==> src/rtl/ravan_reg_pkg.sv <==
// ravan_reg_pkg: shared constants, FSM encoding and helpers for the RAVAN
// register target (address map, ID values, CTRL/STATUS bits, rotate amount).
package ravan_reg_pkg;

    localparam int NUM_WORDS = 16;

    // Address map
    localparam logic [7:0] ADDR_NAME        = 8'h00;
    localparam logic [7:0] ADDR_VERSION     = 8'h01;
    localparam logic [7:0] ADDR_CTRL        = 8'h08;
    localparam logic [7:0] ADDR_STATUS      = 8'h09;
    localparam logic [7:0] ADDR_KEY_BASE    = 8'h10;
    localparam logic [7:0] ADDR_DIGEST_BASE = 8'h20;

    // Identification values
    localparam logic [31:0] NAME_VALUE    = 32'h7261766E;
    localparam logic [31:0] VERSION_VALUE = 32'h00010000;

    // CTRL / STATUS bit positions
    localparam int CTRL_INIT_BIT     = 0;
    localparam int CTRL_CLEAR_BIT    = 1;
    localparam int STATUS_READY_BIT  = 0;
    localparam int STATUS_VALID_BIT  = 1;

    // Left-rotate amount used by each mixing round
    localparam int ROT_AMT = 5;

    typedef enum logic [1:0] {
        ST_IDLE  = 2'd0,
        ST_LOAD  = 2'd1,
        ST_ROUND = 2'd2
    } state_t;

    // 16 x 32-bit word bank, word i at bits [32*i +: 32]
    typedef logic [NUM_WORDS-1:0][31:0] bank_t;

    function automatic logic [31:0] rotl32(input logic [31:0] x);
        return (x << ROT_AMT) | (x >> (32 - ROT_AMT));
    endfunction

endpackage

==> src/rtl/ravan_mix_round.sv <==
// ravan_mix_round: one combinational ARX round over the 16-word state.
// Every output word is computed from the old words only, so all 16 update
// in parallel: w'[i] = rotl32(w[i] ^ w[(i+1) mod 16], 5) + round_idx.
module ravan_mix_round
    import ravan_reg_pkg::*;
(
    input  bank_t      w_in,
    input  logic [7:0] round_idx,
    output bank_t      w_out
);

    logic [3:0] idx;
    logic [3:0] nxt;

    // Parallel ARX update of all words; the 4-bit neighbour index wraps at 16
    always_comb begin
        w_out = '0;
        idx   = '0;
        nxt   = '0;
        for (int i = 0; i < NUM_WORDS; i++) begin
            idx        = 4'(i);
            nxt        = idx + 4'd1;
            w_out[idx] = rotl32(w_in[idx] ^ w_in[nxt]) + {24'd0, round_idx};
        end
    end

endmodule

==> src/rtl/ravan_reg_target.sv <==
// ravan_reg_target: memory-mapped register target for the RAVAN engine.
// Holds a 16-word key bank, CTRL/STATUS and a multi-cycle ARX mixer whose
// result is exposed as 16 read-only digest words.
// Build option: define RAVAN_FEEDFWD_EN to XOR the key bank into the final
// words when the digest is captured (DIGEST[i] = w[i] ^ KEY[i]).
//
// Bus handshake: there are no wait states. Every cycle with cs high is one
// accepted access (we selects write/read); its read_data/error response
// appears right after the sampling edge. read_data holds until the next
// read, error is a one-cycle pulse.
module ravan_reg_target
    import ravan_reg_pkg::*;
#(
    parameter int ROUNDS = 8
) (
    input  logic        clk,
    input  logic        reset_n,
    input  logic        cs,
    input  logic        we,
    input  logic [7:0]  address,
    input  logic [31:0] write_data,
    output logic [31:0] read_data,
    output logic        error,
    output logic [1:0]  dbg_state
);

    state_t      state;
    state_t      state_nxt;
    logic        ready;
    logic        valid;
    logic [7:0]  r;
    bank_t       w;
    bank_t       mixed;
    bank_t       final_words;
    bank_t       key_bank;
    bank_t       digest;
    logic        last_round;

    logic [31:0] rd_val;
    logic        acc_err;
    logic        key_wr;
    logic        ctrl_init;
    logic        ctrl_clear;
    logic [3:0]  word_idx;
    logic [31:0] status_word;

    ravan_mix_round u_mix (
        .w_in      (w),
        .round_idx (r),
        .w_out     (mixed)
    );

    assign last_round = (r == 8'(ROUNDS - 1));
    assign word_idx   = address[3:0];

`ifdef RAVAN_FEEDFWD_EN
    assign final_words = mixed ^ key_bank;
`else
    assign final_words = mixed;
`endif

    // Access decode: read mux, error detection, and write strobes
    always_comb begin
        rd_val      = '0;
        acc_err     = 1'b0;
        key_wr      = 1'b0;
        ctrl_init   = 1'b0;
        ctrl_clear  = 1'b0;
        status_word = '0;
        status_word[STATUS_READY_BIT] = ready;
        status_word[STATUS_VALID_BIT] = valid;
        if (cs) begin
            if (address == ADDR_NAME) begin
                if (we) acc_err = 1'b1;
                else    rd_val  = NAME_VALUE;
            end else if (address == ADDR_VERSION) begin
                if (we) acc_err = 1'b1;
                else    rd_val  = VERSION_VALUE;
            end else if (address == ADDR_CTRL) begin
                // Write-only pulses; clear takes priority over init
                if (we) begin
                    ctrl_clear = write_data[CTRL_CLEAR_BIT];
                    ctrl_init  = write_data[CTRL_INIT_BIT] & ~write_data[CTRL_CLEAR_BIT];
                end
            end else if (address == ADDR_STATUS) begin
                if (we) acc_err = 1'b1;
                else    rd_val  = status_word;
            end else if (address[7:4] == ADDR_KEY_BASE[7:4]) begin
                if (we) begin
                    if (!ready) acc_err = 1'b1;
                    else        key_wr  = 1'b1;
                end else begin
                    rd_val = key_bank[word_idx];
                end
            end else if (address[7:4] == ADDR_DIGEST_BASE[7:4]) begin
                if (we) acc_err = 1'b1;
                else    rd_val  = digest[word_idx];
            end else begin
                acc_err = 1'b1;
            end
        end
    end

    // FSM state register
    always_ff @(posedge clk or negedge reset_n) begin
        if (!reset_n) state <= ST_IDLE;
        else          state <= state_nxt;
    end

    // FSM next-state logic; init outside IDLE is simply ignored
    always_comb begin
        state_nxt = state;
        case (state)
            ST_IDLE:  if (ctrl_init)  state_nxt = ST_LOAD;
            ST_LOAD:  state_nxt = ST_ROUND;
            ST_ROUND: if (last_round) state_nxt = ST_IDLE;
            default:  state_nxt = ST_IDLE;
        endcase
    end

    // FSM outputs
    always_comb begin
        ready     = (state == ST_IDLE);
        dbg_state = state;
    end

    // Key bank, working words, round counter, digest and valid flag
    always_ff @(posedge clk or negedge reset_n) begin
        if (!reset_n) begin
            key_bank <= '0;
            digest   <= '0;
            w        <= '0;
            r        <= '0;
            valid    <= 1'b0;
        end else begin
            if (key_wr) key_bank[word_idx] <= write_data;
            case (state)
                ST_IDLE: begin
                    if (ctrl_clear) begin
                        digest <= '0;
                        valid  <= 1'b0;
                    end
                end
                ST_LOAD: begin
                    w     <= key_bank;
                    r     <= '0;
                    valid <= 1'b0;
                end
                ST_ROUND: begin
                    w <= mixed;
                    r <= r + 8'd1;
                    if (last_round) begin
                        digest <= final_words;
                        valid  <= 1'b1;
                    end
                end
                default: ;
            endcase
        end
    end

    // Registered bus response: read data held until next read, error pulses
    always_ff @(posedge clk or negedge reset_n) begin
        if (!reset_n) begin
            read_data <= '0;
            error     <= 1'b0;
        end else begin
            error <= acc_err;
            if (cs && !we) read_data <= rd_val;
        end
    end

endmodule

==> config.mk <==
export PLATFORM = sky130hd
export DESIGN_NAME = ravan_reg_target
export DESIGN_NICKNAME = d
export VERILOG_FILES = /design/src/rtl/ravan_reg_pkg.sv /design/src/rtl/ravan_mix_round.sv /design/src/rtl/ravan_reg_target.sv
export SDC_FILE = /design/constraint.sdc
export NUM_CORES = 2
export LEC_CHECK = 0
export BUFFER_PORTS_ARGS = -buffer_cell sky130_fd_sc_hd__buf_2
export CORE_ASPECT_RATIO = 1.4
export CORE_MARGIN = 10
export CORE_UTILIZATION = 50
export DETAILED_ROUTE_END_ITERATION = 12
export PLACE_DENSITY_LB_ADDON = 0.05
export SKIP_CTS_REPAIR_TIMING = 1
export SLEW_MARGIN = 20
export SYNTH_ARGS = -nofsm -noshare
export SYNTH_HDL_FRONTEND = slang
export SYNTH_SLANG_ARGS = --single-unit
==> constraint.sdc <==
create_clock -name clk -period 4.5 [get_ports clk]
set_clock_uncertainty 0.15 [all_clocks]
set_input_delay 1.35 -clock clk [delete_from_list [all_inputs] [get_ports clk]]
set_output_delay 1.35 -clock clk [all_outputs]
set_load 0.01 [all_outputs]
==> impl_results.md <==
- Count of final hold-check violations: 0
- Comb power frac: between 20% and 30%
- Avg Inst Size Synth: 10.7 µm²
- Clock root buffer: clkbuf_16
- I/O pin count: about 80
- First-pass GRT wire length: about 550000 µm
- GPL Wtd Cong: roughly 1.1
- Max clock buf depth: 3
- Post-synth EDFFs: 0
- Most used DFF post-synth: dfrtp_1
- Peak supply drop: ~0.42 mV
- 1st-iter DRT viols: about 8600
- Least-Margin Pin Slew: between 1 and 1.5 ns
- Worst setup SP type: flip-flop
- Internal power: between 20000 and 30000 µW
- Antenna Nets Post-Route: 0
- Pwr Density: between 400 and 500 nW/µm²
- Die Wd: about 370 µm
- Row count: 180
- Die area: approximately 190000 µm²
- Crit end category: flip-flop
- RSZ-0062 raised after global routing: false
- Num CTS Buffers: ~170
- Compound-Gate Fraction of Synth Area: between 10% and 20%
- Crit Reg-Reg Startpoint: w[251]
- Max Slew Vio Count: 0
- Reg2Reg Depth: 14
- Mapped Cells: 8097
- Reg-to-reg slack, setup: roughly 0.084 ns
- Vias: about 71000
- Drt pass-1 iters: 6
- Worst hold path type: input pin to asynchronous set/reset pin
- Yosys warnings: 0
- Sw frac: between 30% and 40%
- Most common cell after layout, fill and taps aside: dfrtp_1
- Leak Pwr: around 0.044 µW
- Area delta synth->final: 13.5%
- DR WL/cell: roughly 37 µm
- Synth Area in Simple Gates: 12.4%
- Data arrival, critical path: just under 5 ns
- Asr flop ratio synth: 100%
- HPWL Detailed: 297000 µm
- CP required: between 5 and 6 ns
- Setup violators final: 0
- FMAX: around 230 MHz
- Post-synthesis adder-cell area fraction: 2.28%
- CP Class: flip-flop to flip-flop
- Total GRT Usage: 41.2%
- Sequential power share: 41.1%
- Number of remaining DRC errors: 0
- Mux cell area share after synthesis: between 10% and 20%
- Tcrit/Tclk final: a little over nine tenths
- Clock sink count: 1580
- Largest family of logic cells by synthesized area: multiplexers
- Synth Cell Area: slightly below 90000 µm²
- Final setup TNS: 0 ns
- Netlist cell types: 90
- P_sw: 13400 µW
- Crit path max fanout: 6
- Vias/cell: between 6 and 7
- WL final: about 400000 µm
- Initial Util: approximately half
- Initial antenna violation count: 28
- Overflow after GRT: 0
- Synth Register Bits: approximately 1600
- Input/output buffers: just under 80
- Vias in the first global route: 68800
- Min cycle time layout: between 4 and 5 ns
- Core area: approximately 170000 µm²
- Rel. slew slack: a little under a quarter
- Fin util: about 57%
- Post-Synth XOR/XNOR Area: roughly a tenth
- Clk network pwr share: 36.8%
- Fillcell total: 15000
- CTS tree: done
- Layout cell share with drive strength beyond 1: between 20% and 30%
- Largest net degree at the start of global routing: between 150 and 200
- Syn nets: between 8000 and 9000
- Most frequent cells in the layout: 1580 x dfrtp_1, 906 x nand2_1, 528 x o21ai_0, 512 x xnor2_1, 504 x mux2_2
- Die height: roughly 500 µm
- Status: finished clean
- Worst r2r dst: w[250]
- Htree depth: 4
- Net count, final: 8488
- Register area share after synthesis: between 40 and 50%
- Total of max-cap violations: 0
- Clk Latency, worst-skew pair: about 0.87 ns
- Worst-path clk slew: around 0.06 ns
-- registers in the layout (all words and copies together), names as in the netlist --
signal	count
r	8
w	512
valid	1
key_bank	512
digest	512
read_data	32
error	1
dbg_state	2
-- kinds of logic (layout without fill, tap and decap cells) --
kind of cell	Yosys count	after routing
simple gates	2284	2284
compound gates	1592	1592
flops	1580	1580
xor+xnor	954	954
mux	932	932
buf+inv	606	937
fa+ha+maj	149	149
other cells	0	29
-- metal layers --
layer,vias up,wire [µm],track usage (%)
li1,29400,-,-
met1,36100,143000,49.2
met2,3993,172000,60.1
met3,1172,37300,10.9
met4,6,46300,38.2
met5,-,37,0
-- cells in the mapped netlist (all sizes together), types with 7 or more instances --
master / n / area [µm²]
a21oi: 210 / 1050
a211o: 17 / 149
mux2: 507 / 5710
nor4: 63 / 443
o21ai: 535 / 2680
fa: 16 / 320
buf: 114 / 608
o211ai: 13 / 97.6
nand2: 914 / 3430
nor2: 504 / 1900
dfrtp: 1580 / 39500
xor2: 439 / 3840
or2: 19 / 119
ha: 133 / 1660
o21a: 27 / 203
mux2i: 122 / 1220
nor2b: 189 / 1180
o41ai: 12 / 113
inv: 80 / 300
or4: 16 / 135
a21o: 56 / 420
a22o: 117 / 1020
a22oi: 14 / 105
nand2b: 88 / 551
o221ai: 29 / 254
nor3: 117 / 617
o22ai: 13 / 81.3
nand4: 51 / 319
and2: 15 / 93.8
and4: 7 / 61.3
xnor2: 515 / 4510
or3: 38 / 238
nand3b: 12 / 93.8
a221o: 35 / 350
nand3: 153 / 766
a31oi: 358 / 2240
mux4: 303 / 6820
clkbuf: 410 / 1540
o21bai: 11 / 82.6
a211oi: 35 / 263
and3: 47 / 294
o31ai: 67 / 508
nor4b: 24 / 269
nor3b: 12 / 100
-- how the worst max path moves through the flow --
stage | from | depth (start not counted) | to | slack (ns)
global route | w[251] | 14 | w[250] | 0.11
CTS | w[251] | 14 | w[250] | 0.29
detailed placement | address[0] | 7 | read_data[2] | 0.18
finish | w[251] | 14 | w[250] | 0.08
floorplan | address[0] | 9 | read_data[29] | 0.73
global placement | address[5] | 7 | read_data[2] | 0.1
-- critical path, cell delays in order (launching register included) --
cell and delay (ns):
dfrtp_1 0.39, buf_4 0.14, xor2_1 0.28, ha_1 0.33, inv_1 0.09, fa_1 0.47
nand2b_1 0.23, a211oi_1 0.43, o221ai_2 0.21, buf_4 0.28, nor3_1 0.18, buf_4 0.22
nand2_1 0.09, xnor2_1 0.61, o21ai_0 0.16
-- per-stage QoR --
stage          setup slack, ns  total power, µW  area, µm²  hold WS, ns  instances
6_report                0.0837            39600      98600        0.264      10700
5_1_grt                  0.108            40600      98600        0.303      10700
4_1_cts                  0.294            39300      98500        0.278      10700
3_5_place_dp             0.182            24900      92900        0.301      10400
3_3_place_gp            0.0974            24800      92900        0.295      10400
2_1_floorplan            0.729            20500      86900        0.283       8097
-- area by class of cell --
cell class                      count  area [µm²]  share of cell area, %
Tap cell                         2275        2850                   2.89
Clock inverter                     64         790                  0.800
Clock buffer                      237        4830                   4.90
Inverter                           82         323                  0.327
Multi-Input combinational cell   5911       45200                   45.9
Antenna cell                       29        72.6                 0.0736
Sequential cell                  1580       39500                   40.1
Timing Repair Buffer              554        5000                   5.07
-- power groups by stage --
stage          logic (µW)  clock network, µW  registers (µW)
3_5_place_dp         8430                  0           16500
3_3_place_gp         8350                  0           16500
6_report             8750              14600           16300
2_1_floorplan        4490                  0           16000
5_1_grt              9030              15200           16300
4_1_cts              8470              14600           16200
Note: power is estimated with default switching activity, not from simulation.
